[src/rtl/uart_pkg.sv]
// Shared types and constants for the UART receive path.
package uart_pkg;

  typedef enum logic [2:0] {
    IDLE      = 3'd0,
    START     = 3'd1,
    DATA      = 3'd2,
    STOP      = 3'd3,
    WAIT_IDLE = 3'd4
  } rx_state_t;

  localparam int UART_DATA_BITS = 8;

endpackage

[src/rtl/uart_bit_timer.sv]
// Bit-period down-counter: tick while the count is zero, then reload a full period.
module uart_bit_timer #(
  parameter int MAX = 434,
  parameter int W   = $clog2(MAX)
) (
  input  logic         clk,
  input  logic         reset,
  input  logic         load,
  input  logic [W-1:0] load_val,
  output logic         tick
);

  logic [W-1:0] r_cnt;

  always_ff @(posedge clk or negedge reset) begin
    if (!reset)             r_cnt <= '0;
    else if (load)          r_cnt <= load_val;
    else if (r_cnt == '0)   r_cnt <= W'(MAX - 1);
    else                    r_cnt <= r_cnt - 1'b1;
  end

  assign tick = (r_cnt == '0);

endmodule

[src/rtl/uart_rx_frame_ctrl.sv]
// 8N1 receive sequencer: line sync, start/data/stop sampling, one-entry holding
// register towards the consumer, framing and overrun pulses.
module uart_rx_frame_ctrl
  import uart_pkg::*;
#(
  parameter int BAUD_DIV  = 434,
  parameter int DATA_BITS = UART_DATA_BITS
) (
  input  logic                 clk,
  input  logic                 reset,
  input  logic                 rx,
  input  logic                 rx_ready,
  output logic [DATA_BITS-1:0] rx_data,
  output logic                 rx_valid,
  output logic                 frame_err,
  output logic                 overrun_err,
  output logic                 busy
);

  localparam int TW = $clog2(BAUD_DIV);
  localparam int IW = $clog2(DATA_BITS);
  localparam logic [TW-1:0] HALF_LOAD = TW'(BAUD_DIV / 2 - 1);
  localparam logic [TW-1:0] FULL_LOAD = TW'(BAUD_DIV - 1);
  localparam logic [IW-1:0] LAST_BIT  = IW'(DATA_BITS - 1);

  logic                 r_sync1, r_sync2, r_rx_prev;
  logic                 w_rx_s, w_fall, w_tick;
  rx_state_t            r_state, w_next;
  logic                 w_load, w_idx_clr, w_shift_en, w_deliver, w_ferr;
  logic [TW-1:0]        w_load_val;
  logic [IW-1:0]        r_idx;
  logic [DATA_BITS-1:0] r_shift, r_rx_data;
  logic                 r_rx_valid, r_frame_err, r_overrun_err;

  // Sync flops idle high so reset never looks like a start edge.
  always_ff @(posedge clk or negedge reset) begin
    if (!reset) begin
      r_sync1   <= 1'b1;
      r_sync2   <= 1'b1;
      r_rx_prev <= 1'b1;
    end else begin
      r_sync1   <= rx;
      r_sync2   <= r_sync1;
      r_rx_prev <= r_sync2;
    end
  end

  assign w_rx_s = r_sync2;
  assign w_fall = r_rx_prev & ~w_rx_s;

  uart_bit_timer #(.MAX(BAUD_DIV), .W(TW)) u_timer (
    .clk      (clk),
    .reset    (reset),
    .load     (w_load),
    .load_val (w_load_val),
    .tick     (w_tick)
  );

  always_ff @(posedge clk or negedge reset) begin
    if (!reset) r_state <= IDLE;
    else        r_state <= w_next;
  end

  always_comb begin
    w_next     = r_state;
    w_load     = 1'b0;
    w_load_val = FULL_LOAD;
    w_idx_clr  = 1'b0;
    w_shift_en = 1'b0;
    w_deliver  = 1'b0;
    w_ferr     = 1'b0;
    case (r_state)
      IDLE: if (w_fall) begin
        w_next     = START;
        w_load     = 1'b1;
        w_load_val = HALF_LOAD;
      end
      START: if (w_tick) begin
        if (!w_rx_s) begin
          w_next    = DATA;
          w_load    = 1'b1;
          w_idx_clr = 1'b1;
        end else begin
          w_next = IDLE;
        end
      end
      DATA: if (w_tick) begin
        w_shift_en = 1'b1;
        if (r_idx == LAST_BIT) w_next = STOP;
      end
      STOP: if (w_tick) begin
        if (w_rx_s) begin
          w_deliver = 1'b1;
          w_next    = IDLE;
        end else begin
          w_ferr = 1'b1;
          w_next = WAIT_IDLE;
        end
      end
      // A held-low line (break) must go high before a new start is accepted.
      WAIT_IDLE: if (w_rx_s) w_next = IDLE;
      default: w_next = IDLE;
    endcase
  end

  always_ff @(posedge clk or negedge reset) begin
    if (!reset) begin
      r_idx   <= '0;
      r_shift <= '0;
    end else if (w_idx_clr) begin
      r_idx <= '0;
    end else if (w_shift_en) begin
      r_idx   <= r_idx + 1'b1;
      r_shift <= {w_rx_s, r_shift[DATA_BITS-1:1]};
    end
  end

  // Consumer handshake and delivery in the same cycle counts as a free slot.
  always_ff @(posedge clk or negedge reset) begin
    if (!reset) begin
      r_rx_data     <= '0;
      r_rx_valid    <= 1'b0;
      r_frame_err   <= 1'b0;
      r_overrun_err <= 1'b0;
    end else begin
      r_frame_err   <= w_ferr;
      r_overrun_err <= w_deliver & r_rx_valid & ~rx_ready;
      if (w_deliver && (!r_rx_valid || rx_ready)) begin
        r_rx_data  <= r_shift;
        r_rx_valid <= 1'b1;
      end else if (r_rx_valid && rx_ready) begin
        r_rx_valid <= 1'b0;
      end
    end
  end

  assign rx_data     = r_rx_data;
  assign rx_valid    = r_rx_valid;
  assign frame_err   = r_frame_err;
  assign overrun_err = r_overrun_err;
  assign busy        = (r_state != IDLE);

endmodule

[config.mk]
export PLATFORM = sky130hd
export DESIGN_NAME = uart_rx_frame_ctrl
export DESIGN_NICKNAME = d
export VERILOG_FILES = /design/src/rtl/uart_pkg.sv /design/src/rtl/uart_bit_timer.sv /design/src/rtl/uart_rx_frame_ctrl.sv
export SDC_FILE = /design/constraint.sdc
export NUM_CORES = 1
export LEC_CHECK = 0
export ABC_CLOCK_PERIOD_IN_PS = 6160
export CELL_PAD_IN_SITES_DETAIL_PLACEMENT = 1
export CELL_PAD_IN_SITES_GLOBAL_PLACEMENT = 2
export CORE_UTILIZATION = 43
export CTS_BUF_LIST = sky130_fd_sc_hd__clkbuf_8
export DETAILED_ROUTE_END_ITERATION = 10
export GPL_TIMING_DRIVEN = 0
export PLACE_DENSITY_LB_ADDON = 0.3
export SLEW_MARGIN = 15
export SYNTH_ARGS = -nofsm -noshare
export SYNTH_HDL_FRONTEND = slang
export SYNTH_SLANG_ARGS = --single-unit
[constraint.sdc]
create_clock -name clk -period 6.16 [get_ports clk]
set_input_delay 1.54 -clock clk [delete_from_list [all_inputs] [get_ports clk]]
set_output_delay 1.54 -clock clk [all_outputs]
set_load 0.02 [all_outputs]
; After elaboration in Yosys (flattened, before gate mapping)
; Index checks and enable logic that the tools add are counted.
[totals]
register_bits = 37
wordCells = 69
in_bits = 4
[classes]
add_sub_neg = 2
eq_ne = 11
n_mux = 28
n_reduce_logical = 11
bitwise_logic = 6
[ops]
columns = op, count
row1 = 9-bit two-way mux, 4
row2 = 3-bit two-way mux, 9
row3 = 3-bit case mux with 5 select lines, 1
row4 = 1-bit two-way mux, 12
row5 = 9-bit logical NOT, 1
row6 = "9-bit by 1-bit subtractor with 9-bit output, second input constant", 1
row7 = "3-bit by 2-bit == test with 1-bit output, second input constant", 2
row8 = "3-bit == test, second input constant", 2
row9 = "2-bit by 1-bit inequality test with 1-bit output, second input constant", 3
row10 = "2-bit inequality test, second input constant", 3
row11 = 6-bit AND reduction, 1
row12 = 2-bit nonzero test, 2
row13 = "3-bit by 1-bit adder with 3-bit output, second input constant", 1
row14 = 1-bit bitwise AND, 3
row15 = "3-bit by 1-bit == test with 1-bit output, second input constant", 1
row16 = 3-bit logical NOT, 1
row17 = 1-bit NOT, 3
row18 = 3-bit nonzero test, 1
row19 = 1-bit logical AND, 2
row20 = 2-bit two-way mux, 1
row21 = 1-bit case mux with 2 select lines, 1
row22 = 2-bit AND reduction, 1
row23 = 1-bit logical NOT, 1
row24 = 1-bit logical OR, 1

; Logic depth before layout (Yosys ltp)
[logic_depth]
word_depth = 5
ltp_mapped = 6

; Modules after synthesis
; A second synthesis with hierarchy kept.
[unflattened]
hier_cells = 158
hier_area_um2 = 1731.7
[by_module_without_submodules]
columns = mod, n_inst, cells_each, area_each_um2
row1 = uart_rx_frame_ctrl, 1, 106, 1203.7
row2 = uart_bit_timer, 1, 52, 528.0

; Worst setup path before layout
; Ideal clock, no wire load.
[synth_timing]
kind = in2reg
start = in rx_ready
end = reg r_rx_data[0], in the netlist rx_data[0]
stages = 4
path_buffers = 0
setup_ps = 125
slack_ps = 3664
arrival_ps = 2372
path_cell_list = nand2b_1 nand2_1 nor3_4 mux2_2
[synth_between]
elab_chain_len = 2
[synth_rtl]
columns = element, line_no
row1 = "start, declared", uart_rx_frame_ctrl.sv:12  ; input logic rx_ready,
row2 = 1-bit logical OR, uart_rx_frame_ctrl.sv:128  ; if (w_deliver && (!r_rx_valid || rx_ready)) begin
row3 = 1-bit logical AND, uart_rx_frame_ctrl.sv:128
row4 = "end signal, assigned", uart_rx_frame_ctrl.sv:129  ; r_rx_data <= r_shift;
row5 = "end, declared", uart_rx_frame_ctrl.sv:32  ; logic [DATA_BITS-1:0] r_shift, r_rx_data;
; No other way between the ends.
; A chain may end at the register's enable or synchronous reset.

; Worst setup path after layout
[layout_timing]
start = reg r_state[0]
end = out busy
[layout_between]
elab_chain_len = 1
[layout_rtl]
columns = element, line_no
row1 = "start, declared", uart_rx_frame_ctrl.sv:28  ; rx_state_t r_state, w_next;
row2 = "start signal, assigned", uart_rx_frame_ctrl.sv:61  ; else r_state <= w_next;
row3 = 3-bit nonzero test, uart_rx_frame_ctrl.sv:141  ; assign busy = (r_state != IDLE);
row4 = "end, declared", uart_rx_frame_ctrl.sv:17  ; output logic busy
; No other way between the ends.

==> out/results.tsv <==
stage	metric	value	unit
clock_network	post-CTS setup buffers	0	
setup_path	worst path cell trace	buf_2 > or3_1 > clkdlybuf4s50_1	
final_layout	diode count	0	
power_and_ir_drop	internal power	0.000393	W
floorplan	initial cell density of the core	45.9	%
power_and_ir_drop	Flop pwr share	56.3	%
routing	DR iter-0 viols	15	
synthesis	Synthesis Warnings	0	
power_and_ir_drop	Switching Share	30.5	%
timing	Setup Viol. Count Final	0	
routing	routed wire length per instance	15.7	µm
routing	DR vias/cell	5.29	
clock_network	number of gates resized after cts	0	
setup_path	Worst path top cell family by delay	buffers and inverters	
outcome	status	finished, final reports clean	
synthesis	synth top area cells	dfrtp_1, mux2_2, dfstp_2	
floorplan	io pins	16	
clock_network	CTS Buf Count	5	
hold_path	Worst Hold Class	register to register	
setup_path	arrival time at the worst endpoint	1.70	ns
routing	Routed Wire Length	3050	µm
global_route	initial antenna violation count	0	
routing	Residual DRC	0	
setup_path	Crit Path Max Fanout	10	
timing	fin. max-slew vios	0	
routing	vias	1026	
global_route	vias in the first global route	1165	
setup_path	WS Path Type	register to output port	
clock_network	Clock Pin Slew Worst Setup and Hold Paths	0.07	ns
final_layout	share of cells above drive strength 1	25.7	%
synthesis	number of enable flip-flop cells after synthesis	0	
placement	routability cong.	0.811	
final_layout	final core utilization	55.1	%
clock_network	H-tree depth	2	
hold_path	Endpoint, Worst Hold	r_sync2	
placement	number of I/O port buffers	15	
clock_network	Sink Count	37	
synthesis	Syn Nets	131	
power_and_ir_drop	Psw	0.000173	W
setup_path	Buf/Inv on CP	2	
setup_path	Worst Path Required	4.62	ns
power_and_ir_drop	clock network power share	28.8	%
timing	final clock skew	0.00669	ns
timing	crit path time final	3.24	ns
floorplan	row count	21	
clock_network	CTS max path bufs	2	
synthesis	Mean Syn Cell Area	12.6	µm²
synthesis	Synth area leader	dfrtp_1	
setup_path	R2R Path End	rx_data[3]	
floorplan	die height	62.4	µm
routing	DRT Pass-1 Iters	5	
floorplan	die footprint	3890	µm²
setup_path	Max stage delay on crit path	0.54	ns
timing	Final Cycle Share	52.7	%
synthesis	part of the Yosys area used for sequential elements	59.3	%
placement	dpl hpwl	2180	µm
clock_network	CTS tree	yes	
synthesis	Post-Synthesis Cells	124	
final_layout	Total Nets Final	154	
clock_network	cts hold-fix bufs	0	
setup_path	FF-to-FF setup slack	3.76	ns
synthesis	most common cell in the synthesized netlist	dfrtp_1	
clock_network	clk_lat worst skew	0.29	ns
timing	Fmax	308	MHz
global_route	Tot GR Track Use	18.8	%
job	max_cap viols	0	
setup_path	CP Capture Type	output port	
synthesis	Yosys top cell area share	54.3	%
synthesis	Post-synth ARST share	100	%
floorplan	Die X	62.4	µm
routing	ANT nets after route	0	
synthesis	top post-synthesis cells by count	dfrtp_1, mux2_2, nand2_1	
hold_path	hold depth	0	
synthesis	Synth Flop Type	dfrtp_1	
final_layout	fill count	355	
synthesis	area of the mapped netlist	1570	µm²
clock_network	Root Driver	clkbuf_8	
setup_path	Critical Path Source Type	register	
global_route	total grt overflow	0	
floorplan	core footprint	3420	µm²
power_and_ir_drop	VDD IR-drop max	0.160	mV
setup_path	CP max-delay cell	clkdlybuf4s50_1	
timing	RSZ-0062 raised after global routing	false	
timing	worst relative slew slack	70.9	%
setup_path	Reg-to-Reg Start	u_timer.r_cnt[0]	
final_layout	Syn-to-layout area delta	20.2	%
global_route	largest net degree at the start of global routing	24	
power_and_ir_drop	logic gate share of total power	14.8	%
power_and_ir_drop	Pleak	0.856	nW
timing	final hold vios	0	
timing	setup tns final	0	ns
power_and_ir_drop	pwr dens	300	nW/µm²
setup_path	R2R cell count	6	
hold_path	hold path start	r_sync1	
synthesis	post-synth cell types	32	
synthesis	Yosys reg bits	37	
global_route	first-pass GRT wire length	5490	µm
timing	Slew @ Worst Pin	0.430	ns
-- placed cells by master (no fill, tap or decap), types with 2 or more instances in the layout --
master,synthesis,routed
ha_1,3,3
dfstp_2,3,3
nor4b_1,3,3
mux2_2,17,17
nor2_1,10,10
a21oi_1,4,4
clkbuf_8,0,5
a22o_1,3,3
clkdlybuf4s50_1,0,14
inv_1,2,2
o21ai_0,3,3
nor3_1,3,3
nand3_1,6,6
nand2_1,11,11
xnor2_1,3,3
clkinv_2,0,2
dfrtp_1,34,34
buf_2,2,3
-- area by class of cell --
type,count,area [µm²],share of cell area [%]
sequential,37,930,49.4
buffer,2,10.0,0.532
inverter,2,7.51,0.399
timing repair buffer,16,173,9.17
clock buffer,5,68.8,3.65
clock inverter,3,17.5,0.930
tap,46,57.6,3.06
multi-input combinational,83,619,32.9
-- power groups by stage --
stage	sequential (W)	combinational (W)	clock, W
2_1_floorplan	0.000311	0.0000632	0
3_3_place_gp	0.000320	0.0000776	0
3_5_place_dp	0.000322	0.0000842	0
4_1_cts	0.000318	0.0000852	0.000170
5_1_grt	0.000323	0.0000984	0.000179
6_report	0.000319	0.0000840	0.000163
-- worst max-delay path by stage --
stage / start / end / cells after the start
after floorplan: rx_ready / rx_data[0] / 4
after global placement: reset / rx_data[3] / 1
after detailed placement: rx_ready / rx_data[0] / 5
after CTS: r_state[0] / busy / 3
after global routing: r_state[0] / busy / 3
final: r_state[0] / busy / 3
-- routing by layer --
metal | global-route usage [%] | routed length, µm
met1 | 22.5 | 1370
met2 | 32.4 | 1540
met3 | 5.15 | 88
met4 | 6.98 | 49
met5 | 0 | 0
-- sequential cells by signal, summed over array words and instances, names as in the netlist --
name / cells
overrun_err: 1
frame_err: 1
r_sync1: 1
u_timer.r_cnt: 9
rx_valid: 1
r_sync2: 1
rx_data: 8
r_shift: 8
r_idx: 3
r_rx_prev: 1
r_state: 3
-- logic make-up (layout without fill, tap and decap cells) --
| family | count (synthesis) | in the layout | synth area share, % |
|---|---|---|---|
| simple gates | 45 | 45 | 16.6 |
| flops | 37 | 37 | 59.3 |
| mux | 17 | 17 | 12.2 |
| compound gates | 14 | 14 | 6.07 |
| xor+xnor | 4 | 4 | 2.24 |
| buf+inv | 4 | 28 | 1.12 |
| fa+ha+maj | 3 | 3 | 2.40 |
-- through the flow --
step / area [µm²] / instances / worst slack (ns) / hold slack [ns] / power [W]
final: 1880 / 194 / 2.92 / 0.357 / 0.000566
after global routing: 1880 / 194 / 2.85 / 0.361 / 0.000601
after CTS: 1880 / 194 / 2.90 / 0.360 / 0.000572
after detailed placement: 1800 / 186 / 3.04 / 0.349 / 0.000406
after global placement: 1770 / 185 / 2.74 / 0.347 / 0.000397
after floorplan: 1570 / 124 / 3.66 / 0.345 / 0.000374
(Power assumes the default switching activity.)
